<file path="src/rtl/program_loader_pkg.sv">
// Shared types and constants for the program loader and any future image
// store/dump blocks that must agree on stream framing and byte order.
package program_loader_pkg;

    localparam int BYTE_W         = 8;
    localparam int WORD_W         = 32;
    localparam int BYTES_PER_WORD = WORD_W / BYTE_W;

    // First byte on the stream lands in the least-significant byte of the word.
    localparam bit LITTLE_ENDIAN  = 1'b1;

    typedef enum logic [2:0] {
        ST_IDLE,
        ST_LEN,
        ST_DATA,
        ST_WRITE,
        ST_CSUM,
        ST_DONE,
        ST_ERR
    } state_t;

    function automatic logic is_stream_state(input state_t s);
        return (s == ST_LEN) || (s == ST_DATA) || (s == ST_CSUM);
    endfunction

    function automatic logic is_hold_state(input state_t s);
        return (s == ST_LEN) || (s == ST_DATA) || (s == ST_WRITE) ||
               (s == ST_CSUM) || (s == ST_ERR);
    endfunction

endpackage

</file>
<file path="src/rtl/program_loader_word_assembler.sv">
// Collects stream bytes into a 32-bit word; o_word_full flags the transfer
// that completes a word, with o_word_next holding the finished word.
module word_assembler
    import program_loader_pkg::*;
(
    input  logic              clk,
    input  logic              rst,
    input  logic              i_clear,
    input  logic              i_valid,
    input  logic [BYTE_W-1:0] i_byte,
    output logic [WORD_W-1:0] o_word_next,
    output logic              o_word_full
);

    logic [WORD_W-1:0] r_shift;
    logic [1:0]        r_count;
    logic [WORD_W-1:0] w_shifted;

    generate
        if (LITTLE_ENDIAN) begin : g_le
            assign w_shifted = {i_byte, r_shift[WORD_W-1:BYTE_W]};
        end else begin : g_be
            assign w_shifted = {r_shift[WORD_W-BYTE_W-1:0], i_byte};
        end
    endgenerate

    assign o_word_next = w_shifted;
    assign o_word_full = i_valid && (r_count == 2'(BYTES_PER_WORD - 1));

    always_ff @(posedge clk) begin
        if (rst || i_clear) begin
            r_shift <= '0;
            r_count <= '0;
        end else if (i_valid) begin
            r_shift <= w_shifted;
            r_count <= r_count + 2'd1;
        end
    end

endmodule

</file>
<file path="src/rtl/program_loader.sv">
// Streams a length-prefixed, XOR-checksummed program image into memory while
// holding the processor in reset, then releases it with a start pulse.
module program_loader
    import program_loader_pkg::*;
#(
    parameter int          ADDR_W    = 8,
    parameter int unsigned BASE_ADDR = 0
) (
    input  logic              clk,
    input  logic              rst,
    input  logic              load_go,
    input  logic [BYTE_W-1:0] in_data,
    input  logic              in_valid,
    output logic              in_ready,
    output logic [ADDR_W-1:0] mem_address,
    output logic [WORD_W-1:0] mem_data,
    output logic              mem_wren,
    output logic              cpu_hold,
    output logic              cpu_start,
    output logic              done,
    output logic              err,
    output logic [ADDR_W:0]   words_loaded
);

    localparam logic [ADDR_W-1:0] BASE       = ADDR_W'(BASE_ADDR);
    localparam logic [ADDR_W:0]   FULL_COUNT = {1'b1, {ADDR_W{1'b0}}};

    state_t            r_state;
    state_t            w_state_next;
    logic [BYTE_W-1:0] r_len;
    logic [BYTE_W-1:0] r_xor;
    logic [ADDR_W-1:0] r_index;
    logic [ADDR_W:0]   w_target;
    logic [ADDR_W:0]   w_words_inc;
    logic              w_xfer;
    logic              w_start;
    logic              w_data_xfer;
    logic [WORD_W-1:0] w_word_next;
    logic              w_word_full;

    assign w_xfer      = in_valid && in_ready;
    assign w_start     = load_go && ((r_state == ST_IDLE) || (r_state == ST_ERR));
    assign w_data_xfer = w_xfer && (r_state == ST_DATA);
    // A length byte of zero stands for a full memory image.
    assign w_target    = (r_len == '0) ? FULL_COUNT : (ADDR_W+1)'(r_len);
    assign w_words_inc = words_loaded + (ADDR_W+1)'(1);

    word_assembler u_word_assembler (
        .clk         (clk),
        .rst         (rst),
        .i_clear     (w_start),
        .i_valid     (w_data_xfer),
        .i_byte      (in_data),
        .o_word_next (w_word_next),
        .o_word_full (w_word_full)
    );

    always_comb begin
        w_state_next = r_state;
        case (r_state)
            ST_IDLE:  if (load_go) w_state_next = ST_LEN;
            ST_LEN:   if (w_xfer) w_state_next = ST_DATA;
            ST_DATA:  if (w_xfer && w_word_full) w_state_next = ST_WRITE;
            ST_WRITE: w_state_next = (w_words_inc == w_target) ? ST_CSUM : ST_DATA;
            ST_CSUM:  if (w_xfer) w_state_next = (in_data == r_xor) ? ST_DONE : ST_ERR;
            ST_DONE:  w_state_next = ST_IDLE;
            ST_ERR:   if (load_go) w_state_next = ST_LEN;
            default:  w_state_next = ST_IDLE;
        endcase
    end

    // Outputs are registered from the next state so they line up with r_state.
    always_ff @(posedge clk) begin
        if (rst) begin
            r_state      <= ST_IDLE;
            r_len        <= '0;
            r_xor        <= '0;
            r_index      <= '0;
            in_ready     <= 1'b0;
            mem_address  <= '0;
            mem_data     <= '0;
            mem_wren     <= 1'b0;
            cpu_hold     <= 1'b0;
            cpu_start    <= 1'b0;
            done         <= 1'b0;
            err          <= 1'b0;
            words_loaded <= '0;
        end else begin
            r_state   <= w_state_next;
            in_ready  <= is_stream_state(w_state_next);
            cpu_hold  <= is_hold_state(w_state_next);
            mem_wren  <= (w_state_next == ST_WRITE);
            done      <= (w_state_next == ST_DONE);
            cpu_start <= (w_state_next == ST_DONE);
            err       <= (w_state_next == ST_ERR);

            if (w_start) begin
                r_len        <= '0;
                r_xor        <= '0;
                r_index      <= '0;
                words_loaded <= '0;
            end

            case (r_state)
                ST_LEN: begin
                    if (w_xfer) begin
                        r_len <= in_data;
                        r_xor <= in_data;
                    end
                end
                ST_DATA: begin
                    if (w_xfer) begin
                        r_xor <= r_xor ^ in_data;
                        if (w_word_full) begin
                            mem_data    <= w_word_next;
                            mem_address <= BASE + r_index;
                        end
                    end
                end
                ST_WRITE: begin
                    r_index      <= r_index + ADDR_W'(1);
                    words_loaded <= w_words_inc;
                end
                default: ;
            endcase
        end
    end

endmodule

</file>
<file path="config.mk">
export PLATFORM = sky130hd
export DESIGN_NAME = program_loader
export DESIGN_NICKNAME = d
export VERILOG_FILES = /design/src/rtl/program_loader_pkg.sv /design/src/rtl/program_loader_word_assembler.sv /design/src/rtl/program_loader.sv
export SDC_FILE = /design/constraint.sdc
export NUM_CORES = 1
export LEC_CHECK = 0
export ABC_AREA = 1
export BUFFER_PORTS_ARGS = -buffer_cell sky130_fd_sc_hd__buf_2
export CORE_MARGIN = 2
export CORE_UTILIZATION = 42
export DETAILED_ROUTE_END_ITERATION = 10
export PLACE_DENSITY_LB_ADDON = 0.25
export REMOVE_ABC_BUFFERS = 1
export SYNTH_ARGS = -nofsm -noshare
export SYNTH_HDL_FRONTEND = slang
export SYNTH_SLANG_ARGS = --single-unit
</file>
<file path="constraint.sdc">
create_clock -name clk -period 1.8 [get_ports clk]
set_input_delay 0.09 -clock clk [delete_from_list [all_inputs] [get_ports clk]]
set_output_delay 0.09 -clock clk [all_outputs]
set_load 0.02 [all_outputs]
</file>
==> out/metrics.yaml <==
power:
  p_leak_nw: 2.25
  p_sw_mw: 1.09
  internal-power_mw: 3.01
  combPwrFrac: 0.070
  max-vdd-ir-drop_v: 0.000500
  powerDensity_nw_per_um2: 754
  p_sw_frac: 0.266
  power_frac_seq: 0.584
  power_frac_clock: 0.347
worst_setup_path:
  cp.arrival_ns: 2.00
  r2r_cells: 15
  crit_top_cell: "nand2_1"
  cpMaxStageDelayCell: "dfxtp_4"
  required_ns: 2.08
  crit_type: "reg2reg"
  worstSetupEndpoint: "cpu_hold$_SDFF_PP0_"
  max_stage_delay_ns: 0.37
  r2r-start: "words_loaded[1]$_SDFFE_PP0P_"
  r2r_end: "cpu_hold$_SDFF_PP0_"
  crit_chain: "ha_4, inv_2, nand2_1, nand3_1, nand2_1, nor2_2, nand3_2, nor2_4, nand3_2, nand2_2, nand2_2, nand2_4, nand2_1, nand3_2, nand2_1"
  start_kind: "register"
  cp-startpoint: "words_loaded[1]$_SDFFE_PP0P_"
  crit_path_max_fanout: 5
  regToRegSetupSlack_ns: 0.07
  cp-end-kind: "register"
layout:
  synthToLayoutAreaGrowth_pct: 21.5
  final_cells: 809
  layout-drive-gt1-share: 0.245
  nNetsFinal: 683
  antenna_cells: 0
yosys:
  synthCells: 595
  yosysWarningCount: 0
  synth_edf_count: 0
  async_flop_share: 0
  avgSynthCellArea_sq_um: 7.52
  synth_area_sq_um: 4480
  ys_seq_elements: 107
  synth.distinct_cells: 37
  synth-seq-area-share: 0.479
  synthFlopType: "dfxtp_1"
detailed_routing:
  vias: 4110
  drt_iter0_drc: 211
  firstDrtPassIters: 4
  final_antenna_net_count: 0
  drc: 0
  vias_per_cell: 5.08
  routed_wl_um: 10700
  routedWlPerCell_um: 13.3
timing:
  slew_viol_final: 0
  relSlewSlack: 0.589
  finClkSkew_ns: 0.0126
  fin_crit_sh: 0.959
  max_freq_mhz: 579
  layout_setup_ws_ns: 0.0743
  setup_viol: 0
  rsz0062_at_grt: "true"
  final-hold-violation-count: 0
  tightest_slew_ns: 0.617
  period_needed_ns: 1.73
global_route:
  grt_pass1_wl_um: 17400
  antenna_found_initial: 0
  overflow: 0
  grt_pass1_vias: 3728
  grtUsageTotal: 0.189
  grt_max_degree: 57
floorplan:
  io_pins: 67
  num_rows: 37
  initial_utilization: 0.434
  dieArea_sq_um: 11500
  chipWidth_um: 107
  core_region_area_sq_um: 10300
  die_h_um: 107
placed_design:
  pre_cts_slack_ns: -0.0317
  gp_congestion: 0.878
  hpwl_um: 7300
  place_inst: 789
  io_buffers: 66
clocking:
  clockBufferDepth: 2
  clock_latency_ns: 0.38
  htree_levels: 3
  cts_tree: "built"
  clock_sinks: 107
  cts_made_buffers: 9
  clk_pin_slew_ns: 0.11
  root_buffer: "clkbuf_8"
worst_hold_path:
  whs_path_depth: 3
  worstHoldPathType: "in2reg"
status:
  status: "finished, final reports clean"
run:
  cap_violations: 0
## layout by cell type, fill, tap and decap left out, drive strengths merged
cell type,n
clkinvlp,1
dfxtp,107
o21bai,1
o32ai,4
nor2,40
buf,85
a211oi,11
a32o,1
a31oi,4
xor2,5
o211ai,1
nor3b,1
o21ai,30
nand3,36
clkinv,3
a221oi,1
ha,3
o21a,3
dlygate4sd3,4
nand4,6
nand3b,1
o22ai,1
and3,1
clkbuf,10
xnor2,2
a21oi,81
inv,57
nand2,167
nor3,6
## registers in the layout, summed over array words and instances, names as in the netlist
| register | cells |
|---|---|
| cpu_hold | 1 |
| mem_data | 32 |
| r_state | 3 |
| r_len | 8 |
| words_loaded | 9 |
| mem_address | 8 |
| r_xor | 8 |
| err | 1 |
| mem_wren | 1 |
| u_word_assembler.r_shift | 24 |
| r_index | 8 |
| done | 1 |
| u_word_assembler.r_count | 2 |
| in_ready | 1 |
## critical path, delay by kind of cell, from the launching register on
family | cells | cell delay [ns]
and+or+nand+nor | 13 | 0.99
buffers and inverters | 1 | 0.05
adders and majority gates | 1 | 0.19
DFF | 1 | 0.37
## Yosys cell counts (2+ instances only)
| library cell | number | area, sq um |
|---|---|---|
| a211oi_1 | 11 | 82.6 |
| a21oi_1 | 81 | 405 |
| a31oi_1 | 4 | 25.0 |
| buf_1 | 3 | 11.3 |
| buf_2 | 9 | 45.0 |
| buf_4 | 2 | 15.0 |
| clkbuf_1 | 13 | 48.8 |
| dfxtp_1 | 107 | 2140 |
| ha_1 | 3 | 37.5 |
| inv_1 | 49 | 184 |
| inv_2 | 6 | 22.5 |
| nand2_1 | 158 | 593 |
| nand2_2 | 7 | 43.8 |
| nand2_4 | 2 | 22.5 |
| nand3_1 | 35 | 175 |
| nand4_1 | 5 | 31.3 |
| nor2_1 | 32 | 120 |
| nor2_2 | 5 | 31.3 |
| nor2_8 | 2 | 40.0 |
| nor3_1 | 5 | 25.0 |
| o21a_1 | 3 | 22.5 |
| o21ai_0 | 30 | 150 |
| o32ai_1 | 4 | 35.0 |
| xnor2_1 | 2 | 17.5 |
| xor2_1 | 5 | 43.8 |
## logic make-up (layout without fill, tap and decap cells)
group	after synthesis	count (layout)	share of synthesized area
flip-flops	107	107	0.479
AND/OR/NAND/NOR	258	258	0.256
adder cells (fa/ha/maj)	3	3	0.00839
XOR/XNOR	7	7	0.0137
AO/OA/AOI/OAI	138	138	0.170
buffers and inverters	82	160	0.0730
## cell type report
cell class              instances  area (sq um)
multi-input cells             406          2160
inverters                      55           209
repair buffers                 89           554
well taps                     136           170
clock inverters                 6          61.3
fillers                      1007          4890
flip-flops and latches        107          2160
clock buffers                  10           128
## worst min path at each step
stage,end,slack [ns],startpoint
final,mem_data[31]$_SDFFE_PP0P_,0.01,in_data[7]
after global routing,mem_data[31]$_SDFFE_PP0P_,0.007,in_data[7]
after CTS,mem_data[31]$_SDFFE_PP0P_,0.005,in_data[7]
after detailed placement,mem_data[25]$_SDFFE_PP0P_,0.40,in_data[1]
after global placement,mem_data[25]$_SDFFE_PP0P_,0.39,in_data[1]
after floorplan,mem_address[0]$_SDFFE_PP0P_,0.16,rst
## what timing repair did
item / 4_1_cts / 5_1_grt
hold buffers: 4 / 0
gates cloned: 0 / 0
hold endpoints to repair: 4 / 0
buffers inserted: 0 / 0
resized for setup: 8 / 42
pin swaps: 3 / 13
endpoints found under the setup margin: 2 / 34
## per-stage QoR
step                       util  total power, mW  setup TNS (ns)  hold WS, ns  instance area, sq um
after global routing      0.527             4.28          -0.176      0.00747                  5440
after floorplan               -             2.59          -10.44        0.159                  4360
after global placement    0.488             2.71               0        0.395                  5040
after CTS                 0.512             4.12               0      0.00524                  5290
final                     0.527             4.10               0       0.0144                  5440
after detailed placement  0.488             2.71         -0.0506        0.399                  5040
## power groups by stage
| stage | Combinational (mW) | Sequential, mW | Clock (mW) |
|---|---|---|---|
| after global placement | 0.258 | 2.45 | 0 |
| after global routing | 0.315 | 2.40 | 1.57 |
| after detailed placement | 0.262 | 2.45 | 0 |
| final | 0.285 | 2.39 | 1.42 |
| after CTS | 0.270 | 2.39 | 1.45 |
| after floorplan | 0.131 | 2.45 | 0 |
## per-layer routing
| metal | global-route usage | up-vias | wire length, um | part of all wire |
|---|---|---|---|---|
| met3 | 0.0347 | 15 | 480 | 0.045 |
| met4 | 0.0705 | 0 | 219 | 0.020 |
| met1 | 0.247 | 1904 | 5040 | 0.47 |
| met2 | 0.311 | 88 | 5010 | 0.47 |
| met5 | 0 | - | 0 | 0 |
| li1 | - | 2103 | - | - |
Note: power is estimated with default switching activity, not from simulation.
